[config.mk]
export PLATFORM = sky130hd
export DESIGN_NAME = stack_call_ctrl
export DESIGN_NICKNAME = d
export VERILOG_FILES = /design/src/rtl/stack_call_ctrl.sv
export SDC_FILE = /design/constraint.sdc
export NUM_CORES = 1
export LEC_CHECK = 0
export CAP_MARGIN = 20
export CORE_UTILIZATION = 43
export DETAILED_ROUTE_END_ITERATION = 10
export HOLD_SLACK_MARGIN = 0.02
export PLACE_DENSITY = 0.81
export REMOVE_ABC_BUFFERS = 1
export SETUP_SLACK_MARGIN = 0.2
export SLEW_MARGIN = 20
export SYNTH_ARGS = -nofsm -noshare
export SYNTH_HDL_FRONTEND = slang
export SYNTH_SLANG_ARGS = --single-unit
[constraint.sdc]
create_clock -name clk -period 2.2 [get_ports clk]
set_input_delay 0.44 -clock clk [delete_from_list [all_inputs] [get_ports clk]]
set_output_delay 0.44 -clock clk [all_outputs]
set_load 0.02 [all_outputs]
[src/rtl/stack_call_ctrl.sv]
// CALL/RET sequencer driving an external LIFO stack; captures registered pop data as ret_pc.
// Stack faults (overflow, underflow, call&ret together) trap into a sticky FAULT state.
//
//   state  | meaning
//   IDLE   | waiting for call/ret, decodes request and fault conditions
//   PUSH   | stk_push asserted with latched return address
//   POP    | stk_pop asserted
//   CAPT   | stack read data valid, loaded into ret_pc at the edge
//   DONE   | done pulse
//   FAULT  | sticky fault, left only via clr_fault
module stack_call_ctrl #(
    parameter int WIDTH = 8,
    parameter int DEPTH = 8
) (
    input  logic                         clk,
    input  logic                         rst,
    input  logic                         call,
    input  logic                         ret,
    input  logic [WIDTH-1:0]             ret_addr,
    input  logic                         clr_fault,
    input  logic                         stk_empty,
    input  logic                         stk_full,
    input  logic [WIDTH-1:0]             stk_dout,
    output logic                         stk_push,
    output logic                         stk_pop,
    output logic [WIDTH-1:0]             stk_din,
    output logic                         busy,
    output logic                         done,
    output logic [WIDTH-1:0]             ret_pc,
    output logic [$clog2(DEPTH+1)-1:0]   depth,
    output logic                         fault,
    output logic [1:0]                   fault_code
);

    localparam int DW = $clog2(DEPTH+1);

    typedef enum logic [2:0] {
        S_IDLE  = 3'd0,
        S_PUSH  = 3'd1,
        S_POP   = 3'd2,
        S_CAPT  = 3'd3,
        S_DONE  = 3'd4,
        S_FAULT = 3'd5
    } state_t;

    state_t           state, state_n;
    logic             push_n, pop_n, done_n, busy_n, fault_n;
    logic [WIDTH-1:0] din_n, ret_pc_n;
    logic [DW-1:0]    depth_n;
    logic [1:0]       code_n;

    // Outputs are registered, so next values are computed alongside the next state.
    always_comb begin
        state_n  = state;
        push_n   = 1'b0;
        pop_n    = 1'b0;
        done_n   = 1'b0;
        din_n    = stk_din;
        ret_pc_n = ret_pc;
        depth_n  = depth;
        fault_n  = fault;
        code_n   = fault_code;
        case (state)
            S_IDLE: begin
                if (call && ret) begin
                    state_n = S_FAULT;
                    fault_n = 1'b1;
                    code_n  = 2'b11;
                end else if (call && stk_full) begin
                    state_n = S_FAULT;
                    fault_n = 1'b1;
                    code_n  = 2'b01;
                end else if (ret && stk_empty) begin
                    state_n = S_FAULT;
                    fault_n = 1'b1;
                    code_n  = 2'b10;
                end else if (call) begin
                    state_n = S_PUSH;
                    push_n  = 1'b1;
                    din_n   = ret_addr;
                end else if (ret) begin
                    state_n = S_POP;
                    pop_n   = 1'b1;
                end
            end
            S_PUSH: begin
                state_n = S_DONE;
                done_n  = 1'b1;
                if (depth < DW'(DEPTH))
                    depth_n = depth + DW'(1);
            end
            S_POP: begin
                state_n = S_CAPT;
                if (depth != '0)
                    depth_n = depth - DW'(1);
            end
            S_CAPT: begin
                state_n  = S_DONE;
                done_n   = 1'b1;
                ret_pc_n = stk_dout;
            end
            S_DONE: begin
                state_n = S_IDLE;
            end
            S_FAULT: begin
                if (clr_fault) begin
                    state_n = S_IDLE;
                    fault_n = 1'b0;
                    code_n  = 2'b00;
                end
            end
            default: begin
                state_n = S_IDLE;
            end
        endcase
        busy_n = (state_n != S_IDLE);
    end

    always_ff @(posedge clk or posedge rst) begin
        if (rst) begin
            state      <= S_IDLE;
            stk_push   <= 1'b0;
            stk_pop    <= 1'b0;
            stk_din    <= '0;
            busy       <= 1'b0;
            done       <= 1'b0;
            ret_pc     <= '0;
            depth      <= '0;
            fault      <= 1'b0;
            fault_code <= 2'b00;
        end else begin
            state      <= state_n;
            stk_push   <= push_n;
            stk_pop    <= pop_n;
            stk_din    <= din_n;
            busy       <= busy_n;
            done       <= done_n;
            ret_pc     <= ret_pc_n;
            depth      <= depth_n;
            fault      <= fault_n;
            fault_code <= code_n;
        end
    end

endmodule

==> flow_metrics.env <==
export IMPL_drc_errors=6
export IMPL_cts_resized=0
export IMPL_grt_usage_pct=19.5
export IMPL_die_h_um=57.5
export IMPL_path_buf_inv=0
export IMPL_p_leak_nw=0.872
export IMPL_finalWirelength_um=2890
export IMPL_cts_htree_levels=2
export IMPL_antenna_found_initial=0
export IMPL_hold_viol=0
export IMPL_syn_inst=101
export IMPL_maxSlewViolCount=0
export IMPL_r2r_setup_slack_ns=0.24
export IMPL_clk_latency_ns=0.32
export IMPL_drive_gt1_share_pct=21.2
export IMPL_fin_crit_ns=1.96
export IMPL_critPathCapture="stk_din[5]"
export IMPL_cp_max_fo=11
export IMPL_status="finished with violations"
export IMPL_period_share_pct=89.2
export IMPL_ant_nets=0
export IMPL_grt_pass1_wl_um=4660
export IMPL_ios=50
export IMPL_crit_slowest_cell="or4b_4"
export IMPL_post_drt_via_cell_ratio=5.09
export IMPL_ff2ff_path_depth=3
export IMPL_postCtsSetupBuffers=0
export IMPL_yosysWarnings=0
export IMPL_detail_route_iter0_violations=25
export IMPL_cp_required_ns=2.40
export IMPL_cts_hold_fix_buffers=0
export IMPL_firstDrtPassIters=8
export IMPL_gp_congestion=0.692
export IMPL_irDropWorstVdd_uv=775
export IMPL_slew_headroom_pct=70.6
export IMPL_violations="DRC"
export IMPL_reg2reg_from="state[0]"
export IMPL_cts_tree="done"
export IMPL_areaGrowthSynthToFinish_pct=45.7
export IMPL_dp_hpwl_um=2150
export IMPL_yosys_top_cells_area="dfrtp_1, mux2_4, mux2_2"
export IMPL_cp_startpoint="state[0]"
export IMPL_setup_viol=0
export IMPL_die_area_um2=3300
export IMPL_worst_pin_slew_ns=0.438
export IMPL_wl_per_cell_um=15.4
export IMPL_finClkSkew_ns=0.00770
export IMPL_num_antenna_cells=0
export IMPL_die_x_um=57.5
export IMPL_grt_overflow=0
export IMPL_syn_cell_area_um2=1320
export IMPL_ys_ff_latch=30
export IMPL_crit_chain="or3_4, or4b_4, mux2_4"
export IMPL_end_kind="flip-flop"
export IMPL_cp_slowest_stage_delay_ns=0.61
export IMPL_p_per_area_nw_per_um2=1460
export IMPL_fin_nets=181
export IMPL_synth_top_area_share_pct=56.7
export IMPL_grt_pass1_vias=987
export IMPL_rsz0062_at_grt="false"
export IMPL_max_freq_mhz=510
export IMPL_yosys_area_top_type="dfrtp_1"
export IMPL_setup_ws_ns=0.238
export IMPL_core_area_um2=2830
export IMPL_tns_ns=0
export IMPL_synth_cell_type_count=30
export IMPL_cap_violations=0
export IMPL_root_buffer="clkbuf_4"
export IMPL_clk_path_buf_depth=2
export IMPL_r2r_end="stk_din[5]"
export IMPL_crit_family="simple AND/OR/NAND/NOR gates"
export IMPL_min_path_type="in2async"
export IMPL_arrival_ns=2.17
export IMPL_critPathLaunchType="flip-flop"
export IMPL_num_vias=951
export IMPL_initial_core_util_pct=46.8
export IMPL_path_clk_slew_ns=0.09
export IMPL_timing_worst_setup_path_type="reg2reg"
export IMPL_cp_depth=3
export IMPL_rows=19
export IMPL_place_ws_ns=0.119
export IMPL_cts_buffers=5
export IMPL_grt_max_degree=31
export IMPL_syn_avg_cell_area_um2=13.1
export IMPL_portBuffers=49
export IMPL_power_total_mw=2.81
export IMPL_seq_area_frac_synth_pct=56.7
export IMPL_clock_sinks=30
sequential cells by signal (all words and copies together), names as in the netlist:
register,cells
busy,1
depth,4
done,1
fault,1
fault_code,2
ret_pc,8
state,3
stk_din,8
stk_pop,1
stk_push,1
cell families after synthesis:
kind of cell / Yosys count / synth area share, %
mux: 18 / 17.5
fa+ha+maj: 3 / 3.40
compound gates: 14 / 6.52
simple gates: 25 / 11.4
xor+xnor: 2 / 1.32
buf+inv: 9 / 3.12
flops: 30 / 56.7
per-stage QoR:
| stage | util (%) | cell area [um^2] | hold slack (ns) | instances |
|---|---|---|---|---|
| global placement | 65.2 | 1850 | 0.477 | 179 |
| CTS | 68.0 | 1920 | 0.490 | 187 |
| floorplan | - | 1300 | 0.531 | 97 |
| finish | 68.2 | 1930 | 0.487 | 187 |
| detailed placement | 65.2 | 1850 | 0.469 | 179 |
| global route | 68.2 | 1930 | 0.498 | 187 |
cell usage after synthesis:
master	n
ha_1	2
nand3_1	1
mux2_4	8
or3_1	1
nor2_1	3
o31ai_1	1
nand4b_1	2
buf_6	1
nor3_1	3
mux2_2	9
o21ai_0	3
or4b_4	1
or2_2	1
nor4b_1	1
inv_1	5
or4_1	1
fa_1	1
mux2i_1	1
clkbuf_1	3
nand2_1	6
xnor2_1	2
dfrtp_1	30
and3_1	1
o32ai_1	1
nand3b_1	1
nor2b_1	2
o211ai_1	2
or3_4	1
a21oi_1	5
a21o_1	2
final cells by class:
cell class	instances	area [um^2]
clock buffer	8	78.8
multi-input combinational	62	534
inverter	5	18.8
sequential	30	753
tap	31	38.8
timing repair buffer	51	505
fill	228	900
placed cells by master (no fill, tap or decap), types with 2 or more instances in the layout:
| cell type | count |
|---|---|
| o21ai_0 | 3 |
| nand2_1 | 6 |
| clkdlybuf4s50_1 | 49 |
| xnor2_1 | 2 |
| nor2_1 | 2 |
| a21o_1 | 2 |
| mux2_2 | 9 |
| nor3_1 | 3 |
| clkbuf_4 | 5 |
| o211ai_1 | 2 |
| nand4b_1 | 2 |
| mux2_4 | 8 |
| nor2b_1 | 2 |
| dfrtp_1 | 28 |
| inv_1 | 5 |
| clkbuf_8 | 3 |
| dfrtp_2 | 2 |
| ha_1 | 2 |
| a21oi_1 | 5 |
| buf_4 | 2 |
report_power, final:
| part | internal [mW] | switching, mW | leakage [nW] |
|---|---|---|---|
| sequential | 0.810 | 0.200 | 0.357 |
| combinational | 0.761 | 0.644 | 0.470 |
| clock | 0.218 | 0.178 | 0.0446 |
| total | 1.79 | 1.02 | 0.872 |
worst reg2reg max path, stage by stage (launching register included):
cell and delay [ns]:
dfrtp_2 0.49, or3_4 0.40, or4b_4 0.61, mux2_4 0.34
how the worst min path moves through the flow:
stage / start / to / slack [ns]
final: rst / busy / 0.49
after global routing: rst / busy / 0.50
after CTS: rst / busy / 0.49
after detailed placement: fault / fault / 0.47
after global placement: fault / fault / 0.48
after floorplan: rst / busy / 0.53
per-layer routing:
layer	wire (um)	vias up	share of wire (%)	global-route usage, %
li1	-	467	-	-
met1	1230	445	43	23.4
met2	1460	37	51	32.4
met3	171	2	5.9	5.90
met4	27	0	0.94	8.36
met5	0	-	0	0
Power figures use the tool's default switching activity.
